File: src/rtl/cache_mem_arbiter_pkg.sv
// Shared types and constants for the cache/memory line-refill arbiter.
// Holds the bus typedefs, FSM state and owner encodings, and the line-align helper.
package cache_mem_arbiter_pkg;

    localparam int unsigned OFFSET_SIZE = 5;
    localparam int unsigned ADDR_W      = 32;
    localparam int unsigned LINE_W      = 256;

    typedef logic [ADDR_W-1:0] bus32_t;
    typedef logic [LINE_W-1:0] bus256_t;

    typedef enum logic [2:0] {
        ST_IDLE    = 3'd0,
        ST_RD_REQ  = 3'd1,
        ST_RD_WAIT = 3'd2,
        ST_WR_REQ  = 3'd3,
        ST_WR_WAIT = 3'd4
    } arb_state_t;

    typedef enum logic {
        OWN_I = 1'b0,
        OWN_D = 1'b1
    } owner_t;

    localparam bus32_t LINE_MASK = ~bus32_t'((1 << OFFSET_SIZE) - 1);

    // Clear the line-offset bits so the memory port only ever sees line addresses.
    function automatic bus32_t line_align(input bus32_t addr);
        return addr & LINE_MASK;
    endfunction

endpackage

File: src/rtl/cache_mem_arbiter_if.sv
// Bundle of the cache-side request/response signals and the memory-port signals.
// master: the arbiter; slave: the caches and memory bridge around it.
interface cache_mem_arbiter_if;
    import cache_mem_arbiter_pkg::*;

    logic    icache_rd_req;
    bus32_t  icache_rd_addr;
    logic    icache_ret_valid;
    bus256_t icache_ret_data;

    logic    dcache_rd_req;
    bus32_t  dcache_rd_addr;
    logic    dcache_ret_valid;
    bus256_t dcache_ret_data;

    logic    dcache_wr_req;
    bus32_t  dcache_wr_addr;
    bus256_t dcache_wr_data;
    logic    dcache_wr_done;

    logic    mem_rd_req;
    bus32_t  mem_rd_addr;
    logic    mem_ret_valid;
    bus256_t mem_ret_data;

    logic    mem_wr_req;
    bus32_t  mem_wr_addr;
    bus256_t mem_wr_data;
    logic    mem_wr_done;

    modport master (
        input  icache_rd_req, icache_rd_addr,
        output icache_ret_valid, icache_ret_data,
        input  dcache_rd_req, dcache_rd_addr,
        output dcache_ret_valid, dcache_ret_data,
        input  dcache_wr_req, dcache_wr_addr, dcache_wr_data,
        output dcache_wr_done,
        output mem_rd_req, mem_rd_addr,
        input  mem_ret_valid, mem_ret_data,
        output mem_wr_req, mem_wr_addr, mem_wr_data,
        input  mem_wr_done
    );

    modport slave (
        output icache_rd_req, icache_rd_addr,
        input  icache_ret_valid, icache_ret_data,
        output dcache_rd_req, dcache_rd_addr,
        input  dcache_ret_valid, dcache_ret_data,
        output dcache_wr_req, dcache_wr_addr, dcache_wr_data,
        input  dcache_wr_done,
        input  mem_rd_req, mem_rd_addr,
        output mem_ret_valid, mem_ret_data,
        input  mem_wr_req, mem_wr_addr, mem_wr_data,
        output mem_wr_done
    );

endinterface

File: src/rtl/cache_mem_arbiter_rr_arb2.sv
// Two-way round-robin read grant between icache and dcache.
// When both request, the side that was not served last wins.
module cache_mem_arbiter_rr_arb2
    import cache_mem_arbiter_pkg::*;
(
    input  logic   icache_req_i,
    input  logic   dcache_req_i,
    input  owner_t rr_last_i,
    output logic   gnt_valid_o,
    output owner_t gnt_owner_o
);

    always_comb begin
        gnt_valid_o = icache_req_i | dcache_req_i;
        gnt_owner_o = OWN_I;
        if (icache_req_i && dcache_req_i) begin
            gnt_owner_o = (rr_last_i == OWN_I) ? OWN_D : OWN_I;
        end else if (dcache_req_i) begin
            gnt_owner_o = OWN_D;
        end
    end

endmodule

File: src/rtl/cache_mem_arbiter.sv
// Shares the single 256-bit line memory port between icache refill and dcache refill/writeback.
// One transaction in flight; writeback beats reads; reads alternate round-robin.
module cache_mem_arbiter
    import cache_mem_arbiter_pkg::*;
(
    input logic                 clk,
    input logic                 reset,
    cache_mem_arbiter_if.master bus
);

    arb_state_t state_q;
    owner_t     owner_q;
    owner_t     rr_last_q;
    bus32_t     addr_q;
    bus256_t    wdata_q;
    logic       mem_rd_req_q;
    logic       mem_wr_req_q;

    logic       gnt_valid;
    owner_t     gnt_owner;
    bus32_t     rd_addr_d;
    bus32_t     wr_addr_d;
    logic       rd_resp;
    logic       wr_resp;

    cache_mem_arbiter_rr_arb2 u_rr_arb2 (
        .icache_req_i (bus.icache_rd_req),
        .dcache_req_i (bus.dcache_rd_req),
        .rr_last_i    (rr_last_q),
        .gnt_valid_o  (gnt_valid),
        .gnt_owner_o  (gnt_owner)
    );

    assign rd_addr_d = line_align((gnt_owner == OWN_I) ? bus.icache_rd_addr : bus.dcache_rd_addr);
    assign wr_addr_d = line_align(bus.dcache_wr_addr);

    // Memory responses only count while waiting for them; reset squashes any in-flight one.
    assign rd_resp = !reset && (state_q == ST_RD_WAIT) && bus.mem_ret_valid;
    assign wr_resp = !reset && (state_q == ST_WR_WAIT) && bus.mem_wr_done;

    always_ff @(posedge clk) begin
        if (reset) begin
            state_q      <= ST_IDLE;
            owner_q      <= OWN_D;
            rr_last_q    <= OWN_D;
            addr_q       <= '0;
            wdata_q      <= '0;
            mem_rd_req_q <= 1'b0;
            mem_wr_req_q <= 1'b0;
        end else begin
            mem_rd_req_q <= 1'b0;
            mem_wr_req_q <= 1'b0;
            unique case (state_q)
                ST_IDLE: begin
                    if (bus.dcache_wr_req) begin
                        state_q      <= ST_WR_REQ;
                        addr_q       <= wr_addr_d;
                        wdata_q      <= bus.dcache_wr_data;
                        mem_wr_req_q <= 1'b1;
                    end else if (gnt_valid) begin
                        state_q      <= ST_RD_REQ;
                        owner_q      <= gnt_owner;
                        addr_q       <= rd_addr_d;
                        mem_rd_req_q <= 1'b1;
                    end
                end
                ST_RD_REQ: state_q <= ST_RD_WAIT;
                ST_RD_WAIT: begin
                    if (rd_resp) begin
                        rr_last_q <= owner_q;
                        state_q   <= ST_IDLE;
                    end
                end
                ST_WR_REQ: state_q <= ST_WR_WAIT;
                ST_WR_WAIT: begin
                    if (wr_resp) begin
                        state_q <= ST_IDLE;
                    end
                end
                default: state_q <= ST_IDLE;
            endcase
        end
    end

    // Response routing: only the owner sees the pulse, and data is zero unless valid.
    assign bus.icache_ret_valid = rd_resp && (owner_q == OWN_I);
    assign bus.dcache_ret_valid = rd_resp && (owner_q == OWN_D);
    assign bus.icache_ret_data  = bus.icache_ret_valid ? bus.mem_ret_data : '0;
    assign bus.dcache_ret_data  = bus.dcache_ret_valid ? bus.mem_ret_data : '0;
    assign bus.dcache_wr_done   = wr_resp;

    assign bus.mem_rd_req  = mem_rd_req_q;
    assign bus.mem_rd_addr = addr_q;
    assign bus.mem_wr_req  = mem_wr_req_q;
    assign bus.mem_wr_addr = addr_q;
    assign bus.mem_wr_data = wdata_q;

endmodule

File: src/flat_wrapper.sv
// flat-port wrapper written by rule: the top's interface ports become plain ports
module cache_mem_arbiter_flat import cache_mem_arbiter_pkg::*;
  (clk, reset, bus_icache_rd_req, bus_icache_rd_addr, bus_icache_ret_valid, bus_icache_ret_data, bus_dcache_rd_req, bus_dcache_rd_addr, bus_dcache_ret_valid, bus_dcache_ret_data, bus_dcache_wr_req, bus_dcache_wr_addr, bus_dcache_wr_data, bus_dcache_wr_done, bus_mem_rd_req, bus_mem_rd_addr, bus_mem_ret_valid, bus_mem_ret_data, bus_mem_wr_req, bus_mem_wr_addr, bus_mem_wr_data, bus_mem_wr_done);
  cache_mem_arbiter_if bus_i ();
  input logic clk;
  input logic reset;
  input wire logic [$bits(bus_i.icache_rd_req)-1:0] bus_icache_rd_req;
  input wire logic [$bits(bus_i.icache_rd_addr)-1:0] bus_icache_rd_addr;
  output wire logic [$bits(bus_i.icache_ret_valid)-1:0] bus_icache_ret_valid;
  output wire logic [$bits(bus_i.icache_ret_data)-1:0] bus_icache_ret_data;
  input wire logic [$bits(bus_i.dcache_rd_req)-1:0] bus_dcache_rd_req;
  input wire logic [$bits(bus_i.dcache_rd_addr)-1:0] bus_dcache_rd_addr;
  output wire logic [$bits(bus_i.dcache_ret_valid)-1:0] bus_dcache_ret_valid;
  output wire logic [$bits(bus_i.dcache_ret_data)-1:0] bus_dcache_ret_data;
  input wire logic [$bits(bus_i.dcache_wr_req)-1:0] bus_dcache_wr_req;
  input wire logic [$bits(bus_i.dcache_wr_addr)-1:0] bus_dcache_wr_addr;
  input wire logic [$bits(bus_i.dcache_wr_data)-1:0] bus_dcache_wr_data;
  output wire logic [$bits(bus_i.dcache_wr_done)-1:0] bus_dcache_wr_done;
  output wire logic [$bits(bus_i.mem_rd_req)-1:0] bus_mem_rd_req;
  output wire logic [$bits(bus_i.mem_rd_addr)-1:0] bus_mem_rd_addr;
  input wire logic [$bits(bus_i.mem_ret_valid)-1:0] bus_mem_ret_valid;
  input wire logic [$bits(bus_i.mem_ret_data)-1:0] bus_mem_ret_data;
  output wire logic [$bits(bus_i.mem_wr_req)-1:0] bus_mem_wr_req;
  output wire logic [$bits(bus_i.mem_wr_addr)-1:0] bus_mem_wr_addr;
  output wire logic [$bits(bus_i.mem_wr_data)-1:0] bus_mem_wr_data;
  input wire logic [$bits(bus_i.mem_wr_done)-1:0] bus_mem_wr_done;
  assign bus_i.icache_rd_req = bus_icache_rd_req;
  assign bus_i.icache_rd_addr = bus_icache_rd_addr;
  assign bus_icache_ret_valid = bus_i.icache_ret_valid;
  assign bus_icache_ret_data = bus_i.icache_ret_data;
  assign bus_i.dcache_rd_req = bus_dcache_rd_req;
  assign bus_i.dcache_rd_addr = bus_dcache_rd_addr;
  assign bus_dcache_ret_valid = bus_i.dcache_ret_valid;
  assign bus_dcache_ret_data = bus_i.dcache_ret_data;
  assign bus_i.dcache_wr_req = bus_dcache_wr_req;
  assign bus_i.dcache_wr_addr = bus_dcache_wr_addr;
  assign bus_i.dcache_wr_data = bus_dcache_wr_data;
  assign bus_dcache_wr_done = bus_i.dcache_wr_done;
  assign bus_mem_rd_req = bus_i.mem_rd_req;
  assign bus_mem_rd_addr = bus_i.mem_rd_addr;
  assign bus_i.mem_ret_valid = bus_mem_ret_valid;
  assign bus_i.mem_ret_data = bus_mem_ret_data;
  assign bus_mem_wr_req = bus_i.mem_wr_req;
  assign bus_mem_wr_addr = bus_i.mem_wr_addr;
  assign bus_mem_wr_data = bus_i.mem_wr_data;
  assign bus_i.mem_wr_done = bus_mem_wr_done;
  cache_mem_arbiter u_core (.clk(clk), .reset(reset), .bus(bus_i));
endmodule
File: config.mk
export PLATFORM = sky130hd
export DESIGN_NAME = cache_mem_arbiter_flat
export DESIGN_NICKNAME = d
export VERILOG_FILES = /design/src/rtl/cache_mem_arbiter_pkg.sv /design/src/rtl/cache_mem_arbiter_if.sv /design/src/rtl/cache_mem_arbiter_rr_arb2.sv /design/src/rtl/cache_mem_arbiter.sv /design/src/flat_wrapper.sv
export SDC_FILE = /design/constraint.sdc
export NUM_CORES = 1
export LEC_CHECK = 0
export ABC_AREA = 1
export CORE_AREA = 2 2 573 575
export DETAILED_ROUTE_END_ITERATION = 10
export DIE_AREA = 0 0 575 577
export HOLD_SLACK_MARGIN = 0.05
export REMOVE_ABC_BUFFERS = 1
export SLEW_MARGIN = 5
export SYNTH_ARGS = -nofsm -noshare
export SYNTH_HDL_FRONTEND = slang
export SYNTH_SLANG_ARGS = --single-unit
File: constraint.sdc
create_clock -name clk -period 1.6 [get_ports clk]
set_clock_uncertainty 0.05 [all_clocks]
set_input_delay 0.16 -clock clk [delete_from_list [all_inputs] [get_ports clk]]
set_output_delay 0.16 -clock clk [all_outputs]
set_load 0.03 [all_outputs]
Yosys cells after proc, flatten, opt, wreduce, memory -nomap -nowiden
Index checks and enable logic that the tools add are counted.
{ "op_classes": {"n_eq_ne": 7, "mul": 0, "n_reduce_logical": 17, "bitwise": 4, "mux": 15, "addsub": 0, "n_lt_le_gt_ge": 0, "div": 0, "shift": 0} }
{ "ops": {"columns": ["operator", "count"], "rows": [
  ["256-bit two-way mux", 2],
  ["32-bit two-way mux", 3],
  ["3-bit case mux with 5 select lines", 1],
  ["3-bit two-way mux", 4],
  ["1-bit logical AND", 7],
  ["3-bit by 2-bit == test with 1-bit output (second input constant)", 2],
  ["2-bit AND reduction", 3],
  ["3-bit AND reduction", 2],
  ["1-bit two-way mux", 5],
  ["3-bit by 1-bit == test with 1-bit output (second input constant)", 1],
  ["3-bit == test (second input constant)", 1],
  ["3-bit zero test", 1],
  ["3-bit by 2-bit != test with 1-bit output (second input constant)", 1],
  ["1-bit inverter", 3],
  ["3-bit OR reduction", 1],
  ["2-bit by 1-bit != test with 1-bit output (second input constant)", 1],
  ["2-bit != test (second input constant)", 1],
  ["2-bit nonzero test", 1],
  ["2-bit OR reduction", 1],
  ["1-bit zero test", 1],
  ["1-bit bitwise OR", 1]
]} }
{ "totals": {"mem_count": 0, "elab_cells": 50, "out_inout_bits": 837, "register_bits": 295, "mem_bits_rw": 0, "input_bits": 615, "mem_bits_ro": 0, "latch_bits": 0} }

Logic depth before layout (Yosys ltp)
Gate-level depths: netlist of the first run.
{ "depth": {"ltp_word": 5, "mapped_depth": 9, "mapped_depth_nobuf": 7} }

Modules after synthesis
Synthesis of the first run repeated with hierarchy kept, for this count alone.
{ "hier_totals": {"cells_unflattened": 2802, "hier_area_um2": 15723.8} }
{ "by_module_without_submodules": {"columns": ["module", "instances", "area_each_um2", "seq_area_each_um2", "cells_each"], "rows": [
  ["cache_mem_arbiter", 1, 15708.8, 5805.6, 2799],
  ["cache_mem_arbiter_rr_arb2", 1, 15.0, 0.0, 3]
]} }

Worst setup path before layout of the first run
OpenSTA, ideal clock, no wires.
{ "synth_timing": {"path_type": "register to output", "start": "reg u_core.state_q[0]", "end": "out bus_icache_ret_data[215]", "t_arrival_ns": 1.619, "stages_incl_launch_ff": 10, "path_slack_ns": -0.229, "required_time_ns": 1.390, "path_buffers": 2, "path_cell_list": "dfxtp_1 > inv_2 > nand3_1 > inv_2 > nand3_2 > nor2_4 > inv_2 > buf_6 > buf_6 > nor2_1"} }
{ "synth_via": {"elab_chain_len": 5} }
{ "synth_lines": {"columns": ["element", "line", "source"], "rows": [
  ["start, declared", "cache_mem_arbiter.sv:11", "arb_state_t state_q;"],
  ["start signal, assigned", "cache_mem_arbiter.sv:43", "state_q <= ST_IDLE;"],
  ["start signal, assigned", "cache_mem_arbiter.sv:56", "state_q <= ST_WR_REQ;"],
  ["start signal, assigned", "cache_mem_arbiter.sv:61", "state_q <= ST_RD_REQ;"],
  ["3-bit by 2-bit == test with 1-bit output", "cache_mem_arbiter.sv:38", "assign rd_resp = !reset && (state_q == ST_RD_WAIT) && bus.mem_ret_valid;"],
  ["1-bit logical AND (2 in series)", "cache_mem_arbiter.sv:38", null],
  ["1-bit logical AND", "cache_mem_arbiter.sv:86", "assign bus.icache_ret_valid = rd_resp && (owner_q == OWN_I);"],
  ["named net bus_icache_ret_valid", "flat_wrapper.sv:9", "output wire logic [$bits(bus_i.icache_ret_valid)-1:0] bus_icache_ret_valid;"],
  ["256-bit two-way mux", "cache_mem_arbiter.sv:88", "assign bus.icache_ret_data = bus.icache_ret_valid ? bus.mem_ret_data : '0;"],
  ["end, declared", "flat_wrapper.sv:10", "output wire logic [$bits(bus_i.icache_ret_data)-1:0] bus_icache_ret_data;"]
]} }
The timed path passes the listed nets, and every way through them passes these cells.

Final worst setup path of the first run
{ "layout_timing": {"start": "reg u_core.state_q[2]", "end": "out bus_dcache_ret_data[225]"} }
{ "layout_via": {"elab_chain_len": 5} }
{ "layout_lines": {"columns": ["element", "line", "source"], "rows": [
  ["3-bit by 2-bit == test with 1-bit output", "cache_mem_arbiter.sv:38", null],
  ["1-bit logical AND (2 in series)", "cache_mem_arbiter.sv:38", null],
  ["1-bit logical AND", "cache_mem_arbiter.sv:87", "assign bus.dcache_ret_valid = rd_resp && (owner_q == OWN_D);"],
  ["256-bit two-way mux", "cache_mem_arbiter.sv:89", "assign bus.dcache_ret_data = bus.dcache_ret_valid ? bus.mem_ret_data : '0;"],
  ["end, declared", "flat_wrapper.sv:14", "output wire logic [$bits(bus_i.dcache_ret_data)-1:0] bus_dcache_ret_data;"]
]} }
Every way passes these cells.

==> run summary, run 1 <==
For the number of iterations in the first detailed-routing pass, the log shows 6. The final route contains 23570 vias. The measured slew at the worst slew-check pin came out at 0.6431 ns.

The run gives 113 as the largest net degree at the start of global routing. The H-tree was split into 2 levels. Summing all placed instances gives a cell area of 37510 sq um.

The slowest stage cell on the critical path was sky130_fd_sc_hd__dfxtp_2. The count of pins over their slew limit is 0. Final cycle utilization of the critical path: 165.1%. The highest achievable clock rate came out at 0.3787 GHz. The tools report the yosys synthesis warning count as 0. The area growth from synthesis to layout is 158.3%. Number of standard-cell rows in the floorplan: 210. The worst setup path is launched from a flop.

Once layout is done, the placed cells without fillers occupy 42820 sq um. The longest individual stage delay on the worst path is 0.32 ns, and the number of routed nets with antenna violations is 0. The starting DRC count in detailed routing is 1240. The checks that failed: negative setup slack. The average size of a mapped cell was 7.048 sq um. Final-stage net count: 4593.

The first-pass GRT wire length was 303900 um. Synthesis handed over a netlist of 2352 instances. The logs give 220 for the number of antenna violations at the first check in global routing and 0.0007244 V for the peak supply drop. Using the TritonRoute via totals, the vias-per-cell ratio works out to 2.807.

The worst path in the final design needs a cycle of 2.641 ns, including I/O delays and setup. The clock latency of the later-clocked register in the worst-skew pair is 0.62 ns. Setup violations remaining at the end of the flow were counted as 901. In this run the worst path has a maximum fanout of 9.

The leftover overflow at the end of global routing is 0. TritonCTS created 38 clock buffers. The post-synthesis sequential element count is 290, and the post-synth design cell area is 16580 sq um. The ratio of cells with drive above 1 in the final layout was 35.61%; the post-route non-filler standard cell count was 8395. In this run the tightest slew margin relative to its limit is 57.13%. In this run the standard cell core region covers 325800 sq um. Clock slew seen by the registers of the worst setup and hold paths: 0.06 ns. The path category of the worst min-delay check is in -> reg.

The signal on the critical path passes through inv_2 -> nand3_4 -> inv_4 -> buf_6 -> nand4_4 -> buf_12 -> buf_4 -> bufbuf_16 -> nor2_1 -> buf_4. For this configuration, the core starts out at a cell density of 5.088%. After detailed routing, the total wire length is 255800 um. Setup repair after global routing could not meet its margin everywhere.

The count of clock tree sinks is 290. The post-placement cell count is 8143. The most frequent cell on the critical path is sky130_fd_sc_hd__buf_4. Across the run, the number of max-cap violations was 0.

Power spread over the standard cell area amounts to 719.4 nW/um^2. STA puts the critical path data arrival time at 2.43 ns. From bottom edge to top edge, the die measures 577 um. Cell at the root of the clock tree: sky130_fd_sc_hd__clkbuf_16.

The die footprint is 331800 sq um, and the via count of the first global-routing pass is 23050. After detailed routing, the number of remaining DRC violations is 0. TritonCTS built the clock tree. The type of the worst setup path was reg -> out.

The detailed-route wire length per cell came out at 30.47 um. For this run, the register share of the synthesized area comes to 35.02%. STA classifies the critical path endpoint as an output pin. The number of endpoints with negative hold slack in the final report is 0, and the count of buffers inserted at the top-level ports is 1426. The clock passes through at most 3 buffers.

For this run, the total global-route usage over all layers was measured as 14.80%. The flow ran to the end, but the final reports show violations. The required time reported for the critical path endpoint is 1.39 ns, and the top-level port count is 1452. Summed over all cells, the static leakage comes to 17.07 nW. For the final worst-path setup slack, the log shows -1.041 ns.

Synthesis instantiated 22 different standard cells from the library. At the end of routability-driven placement, the weighted congestion stood at 0.9734. Measured along the x axis, the die boundary spans 575 um. The half-perimeter wire length after detailed placement is 230400 um.
[kinds of logic after synthesis]
logic type,Yosys count,synth area share (%)
AOI/OAI and AO/OA,302,9.344
DFF,290,35.02
and+or+nand+nor,1215,39.10
other,1,0.02262
buffers and inverters,544,16.51
[flip-flops by register name (all words and copies together) (netlist names)]
| signal | count |
|---|---|
| u_core.state_q | 3 |
| u_core.bus.mem_wr_req | 1 |
| u_core.bus.mem_rd_addr | 27 |
| u_core.bus.mem_rd_req | 1 |
| u_core.bus.mem_wr_data | 256 |
| u_core.owner_q | 1 |
| u_core.rr_last_q | 1 |
[report_power, final]
part | switching [mW] | internal [mW] | total [mW]
sequential | 0.531 | 7.88 | 8.41
clock | 4.13 | 5.76 | 9.89
combinational | 7.27 | 5.24 | 12.5
total | 11.9 | 18.9 | 30.8
[synthesized netlist by cell type, drive strengths merged]
cell / instances / share of area (%)
o21ai: 2 / 0.060
clkbuf: 38 / 0.86
nand2: 348 / 7.9
o21bai: 15 / 0.68
dfxtp: 290 / 35
conb: 1 / 0.023
nor3: 1 / 0.030
a21oi: 285 / 8.6
nor2: 550 / 22
nand4: 2 / 0.11
buf: 191 / 8.5
inv: 315 / 7.1
nand3: 314 / 9.5
[cells in the final DEF (no fill, tap or decap), types with 15 or more instances in the layout]
master,count
sky130_fd_sc_hd__nand3_1,312
sky130_fd_sc_hd__dlygate4sd3_1,85
sky130_fd_sc_hd__a21oi_1,285
sky130_fd_sc_hd__nor2_4,270
sky130_fd_sc_hd__diode_2,42
sky130_fd_sc_hd__buf_4,496
sky130_fd_sc_hd__nor2_2,39
sky130_fd_sc_hd__clkbuf_16,44
sky130_fd_sc_hd__o21bai_1,15
sky130_fd_sc_hd__buf_8,41
sky130_fd_sc_hd__buf_16,21
sky130_fd_sc_hd__dfxtp_1,288
sky130_fd_sc_hd__inv_1,310
sky130_fd_sc_hd__buf_12,226
sky130_fd_sc_hd__clkdlybuf4s50_1,681
sky130_fd_sc_hd__nand2_1,347
sky130_fd_sc_hd__buf_6,246
sky130_fd_sc_hd__nor2_1,241
[worst max-delay path, delay by kind of cell, from the launching register on]
| family | cells | cell delay (ns) |
|---|---|---|
| buf+inv | 7 | 1.10 |
| simple gates | 3 | 0.33 |
| flops | 1 | 0.32 |
[metal layers]
layer | global-route usage, % | vias up | part of all wire [%]
li1 | - | 10530 | -
met1 | 13.85 | 10820 | 32
met2 | 26.10 | 1590 | 49
met3 | 8.238 | 602 | 13
met4 | 6.940 | 20 | 5.8
met5 | 0 | - | 0.051
[per-stage QoR]
stage               hold slack, ns  utilization [%]  setup TNS, ns  total power [mW]  setup slack, ns
floorplan                   0.1791                -       -3704.46             12.49           -6.915
finish                     0.09313            13.14        -526.13             30.80           -1.041
global placement            0.3971            11.51        -412.13             20.63           -1.034
CTS                        0.05097            12.89        -593.05             31.22           -1.116
global route               0.07812            13.14        -608.46             32.15           -1.116
detailed placement          0.4016            11.51        -416.07             20.60           -1.005
[final timing paths]
path                                    from                     endpoint  depth (start not counted)  slack [ns]
setup / recovery           u_core.state_q[2]     bus_dcache_ret_data[225]                         10       -1.04
hold / removal        bus_dcache_wr_data[59]   u_core.bus.mem_wr_data[59]                          3        0.09
setup reg to reg           u_core.state_q[1]  u_core.bus.mem_wr_data[119]                          8       -0.37
hold reg to reg   u_core.bus.mem_wr_data[46]   u_core.bus.mem_wr_data[46]                          2        0.41
[layout make-up]
cell class                 instances  area (sq um)
tap                             4346          5438
timing repair inverter             1         20.02
multi-input combinational       1527          8727
clock buffer                      47          1066
fill                           37190        283000
sequential                       290          5808
clock inverter                    22         310.3
antenna                           42         105.1
timing repair buffer            1805         20130
inverter                         315          1209
[what timing repair did]
item / CTS / global route
pin swaps: 10 / 14
hold buffers: 85 / 0
cloned: 22 / 5
setup buffers: 32 / 6
endpoints found under the hold margin: 107 / 0
gates resized for setup: 362 / 203
setup endpoints to repair: 912 / 906
(Power assumes the default switching activity.)
==> run 2, diff against run 1 <==
--- a/config.mk
+++ b/config.mk
@@ -10,5 +10,4 @@
 export DETAILED_ROUTE_END_ITERATION = 10
 export DIE_AREA = 0 0 575 577
-export HOLD_SLACK_MARGIN = 0.05
 export REMOVE_ABC_BUFFERS = 1
 export SLEW_MARGIN = 5
--- a/constraint.sdc
+++ b/constraint.sdc
@@ -3,3 +3,3 @@
 set_input_delay 0.16 -clock clk [delete_from_list [all_inputs] [get_ports clk]]
 set_output_delay 0.16 -clock clk [all_outputs]
-set_load 0.03 [all_outputs]
+set_load 0.01 [all_outputs]
==> run 2 against run 1 <==
  * Sequential share of layout area up 1.0 points
  * Critical endpoint is now bus_dcache_ret_data[95]
  * Maximum frequency down 0.29%
  * The flow still finishes with violations (negative setup slack)
  * Cell area down 6.9%
  * Flip-flop and latch count unchanged
  * Utilization down 0.90 points
  * Hold slack worse by 0.052 ns
  * Register-to-register slack worse by 0.03 ns
  * Routed wire length down 1.4%
==> run summary, run 2 (synthesis results as in run 1) <==
The number of flip-flops in the largest register works out to 256 (unchanged). The run gives 0 (unchanged) as the count of pins over their slew limit. The tools report the leftover overflow at the end of global routing as 0 (unchanged). The worst setup path is launched from a flop. The run gives 230000 um (-0.16%) as the half-perimeter wire length after detailed placement.

The path category of the worst min-delay check is in -> reg. The die span in y is 577 um (unchanged), and the arrival time of data at the critical path endpoint is 2.44 ns (about the same). First-pass GRT wire length: 297000 um (-2.3%). Starting density of the core: 5.088% (unchanged).

The number of iterations in the first detailed-routing pass was 6 (unchanged). The run gives 4529 (-1.4%) as the final-stage net count. The required time reported for the critical path endpoint was 1.39 ns (about the same).

The number of routed nets with antenna violations came out at 0 (unchanged). The standard cell core area is 325800 sq um (unchanged), and the detailed-route wire length per cell is 30.24 um (-0.76%). The logs give 17.77 mW (-5.9%) for the cell-internal power and 3 (unchanged) for the maximum buffer depth of the clock tree.

The run gives 12.24% (-0.90 points) as the final standard cell utilization of the core. For the number of antenna violations at the first check in global routing, the log shows 224 (+1.8%). Relative to the synthesized area, the layout overhead comes to 140.5%. The tools report the launching point of the worst reg2reg path as u_core.state_q[1]. The logs give 0.9942 (+2.1%) for the final weighted congestion of routability-driven global placement and -1.048 ns (-0.007600 ns) for the final worst-path setup slack. The top cell types in the final layout, fill and taps aside, are sky130_fd_sc_hd__clkdlybuf4s50_1, sky130_fd_sc_hd__buf_4, sky130_fd_sc_hd__nand2_1.

The worst setup path is of the reg -> out kind. The final cell area excluding filler cells was 39870 sq um (-6.9%). In this run the clock root is driven by a sky130_fd_sc_hd__clkbuf_16.

The final count of negative-setup-slack endpoints came out at 958 (+6.3%). The startpoint identified for the worst hold timing path is reset. The number of standard-cell rows in the floorplan was 210 (unchanged).

The tools report the highest achievable clock rate as 0.3776 GHz (-0.29%). The starting DRC count in detailed routing came out at 1246 (+0.48%). Setup repair after global routing could not meet its margin everywhere. Max-cap violation count: 0 (unchanged). The CTS buffer count is 38 (unchanged). The all-layer global routing usage is 14.49% (-0.31 points), and the final cycle utilization of the critical path is 165.5% (+0.48 points).

The most common cell after layout, fill and taps aside was sky130_fd_sc_hd__clkdlybuf4s50_1. The largest net degree at the start of global routing is 166 (+47%). The measured slew at the worst slew-check pin was 0.8919 ns (+0.2488 ns). The total number of H-tree levels was 2 (unchanged); the clock slew seen by the registers of the worst setup and hold paths was 0.06 ns (about the same). The share of total power in the clock network came out at 33.6% (+1.5 points). The sort of element at the end of the critical path was an output pin. Final critical delay including setup and external delays: 2.648 ns (+0.007600 ns). Die footprint: 331800 sq um (unchanged).

The highest fanout seen on the critical path came out at 19 (+10). For the sum of routed wire length over all layers, the log shows 252200 um (-1.4%). The run gives 0.59 ns (-0.03 ns) as the clock latency of the later-clocked register in the worst-skew pair.

The run finished, with violations left. The critical path starts at u_core.state_q[2]. The overall via count from detail_route came out at 23050 (-2.2%). The normalized max-slew margin was 40.54% (-17 points); the ratio of cells with drive above 1 in the final layout was 29.32% (-6.3 points). Total power per unit cell area: 699.4 nW/um^2 (-2.8%). Via count of the first global-routing pass: 22110 (-4.1%). Power dissipated by switching net loads: 10.12 mW (-15%).

The post-detailed-route via-to-cell ratio was 2.764 (-1.5%). The run gives 18.12 nW (+6.2%) as the reported leakage power. The logs give 0 (unchanged) for the DRC violations left and 1452 (unchanged) for the top-level port count. The tools report the count of clock tree sinks as 290 (unchanged). TritonCTS built the clock tree. The run gives 0.0008065 V (+11%) as the peak supply drop.

The count of buffers inserted at the top-level ports is 1426 (unchanged). The number of endpoints with negative hold slack in the final report is 0 (unchanged), and the sequential power share is 30.0% (+2.7 points). The switching power as a share of total power was 36.30% (-2.4 points); the die width was 575 um (unchanged).

The final reports fail on negative setup slack. For the portion of total power attributed to combinational logic, the log shows 36.5% (-4.1 points). The placement-stage cell area is 37140 sq um (-0.99%).
run 2: cell count changes in the layout (fill, tap and decap cells not counted), moves of 33 or more:
cell,before,now
sky130_fd_sc_hd__dlymetal6s2s_1,0,131
sky130_fd_sc_hd__buf_6,246,117
sky130_fd_sc_hd__buf_12,226,102
sky130_fd_sc_hd__dlygate4sd3_1,85,1
sky130_fd_sc_hd__buf_2,0,73
sky130_fd_sc_hd__clkdlybuf4s50_1,681,752
sky130_fd_sc_hd__buf_4,496,434
sky130_fd_sc_hd__nor2_4,270,218
sky130_fd_sc_hd__nor2_1,241,291
sky130_fd_sc_hd__dlygate4sd2_1,0,33
run 2: path summary, 6_finish.rpt:
kind	end	slack, ns	cells past startpoint
worst max-delay path	bus_dcache_ret_data[95]	-1.05	11
worst min-delay path	u_core.rr_last_q	0.04	4
worst max register to register	u_core.bus.mem_wr_data[130]	-0.40	8
worst min register to register	u_core.bus.mem_wr_data[31]	0.41	2
run 2: per-layer routing:
metal	global-route usage [%]	vias to the layer above	share of wire, %
li1	-	10390	-
met3	8.781	552	14
met1	13.24	10490	32
met5	0	-	0.075
met4	5.759	28	5.0
met2	25.90	1588	49
run 2: per-stage QoR:
stage               setup WS, ns   TNS, ns  hold WS [ns]  total power, mW  instances
global route              -1.114   -625.80       0.04257            29.29       8326
global placement          -1.031   -502.13        0.3962            18.70       8158
CTS                       -1.298   -673.93     0.0005833            28.37       8248
floorplan                 -5.973  -3367.96        0.1791            11.08       2132
finish                    -1.048   -532.33       0.04126            27.89       8338
detailed placement        -1.014   -498.23        0.4021            18.68       8158
run 2: layout make-up:
| class | instances | area, sq um |
|---|---|---|
| diodes | 49 | 122.6 |
| clock buffers | 52 | 1094 |
| clock inverters | 17 | 216.5 |
| fillers | 37460 | 285900 |
| inverters | 315 | 1205 |
| multi-input cells | 1527 | 8342 |
| flip-flops and latches | 290 | 5808 |
| well taps | 4346 | 5438 |
| repair buffers | 1741 | 17630 |
| repair inverters | 1 | 20.02 |
run 2: repair_timing:
| action | 4_1_cts | 5_1_grt |
|---|---|---|
| pin swaps | 1 | 5 |
| gates cloned | 5 | 8 |
| hold endpoints to repair | 1 | 0 |
| setup buffers | 15 | 35 |
| endpoints found under the setup margin | 959 | 959 |
| gates resized for setup | 442 | 695 |
| hold buffers | 1 | 0 |
run 2: critical path: stages, from the launching register on:
cell	delay (ns)
sky130_fd_sc_hd__dfxtp_2	0.32
sky130_fd_sc_hd__inv_2	0.07
sky130_fd_sc_hd__nand3_4	0.08
sky130_fd_sc_hd__inv_4	0.08
sky130_fd_sc_hd__buf_4	0.11
sky130_fd_sc_hd__nand4_4	0.08
sky130_fd_sc_hd__buf_12	0.17
sky130_fd_sc_hd__buf_12	0.16
sky130_fd_sc_hd__buf_12	0.20
sky130_fd_sc_hd__buf_4	0.15
sky130_fd_sc_hd__nor2_2	0.17
sky130_fd_sc_hd__buf_6	0.17
run 2: power groups by stage:
stage / Combinational [mW] / Clock [mW] / Sequential, mW
after global routing: 11.0 / 9.89 / 8.43
after global placement: 10.2 / 0 / 8.47
after CTS: 10.3 / 9.73 / 8.36
after floorplan: 2.34 / 0 / 8.73
after detailed placement: 10.2 / 0 / 8.49
final: 10.2 / 9.36 / 8.36
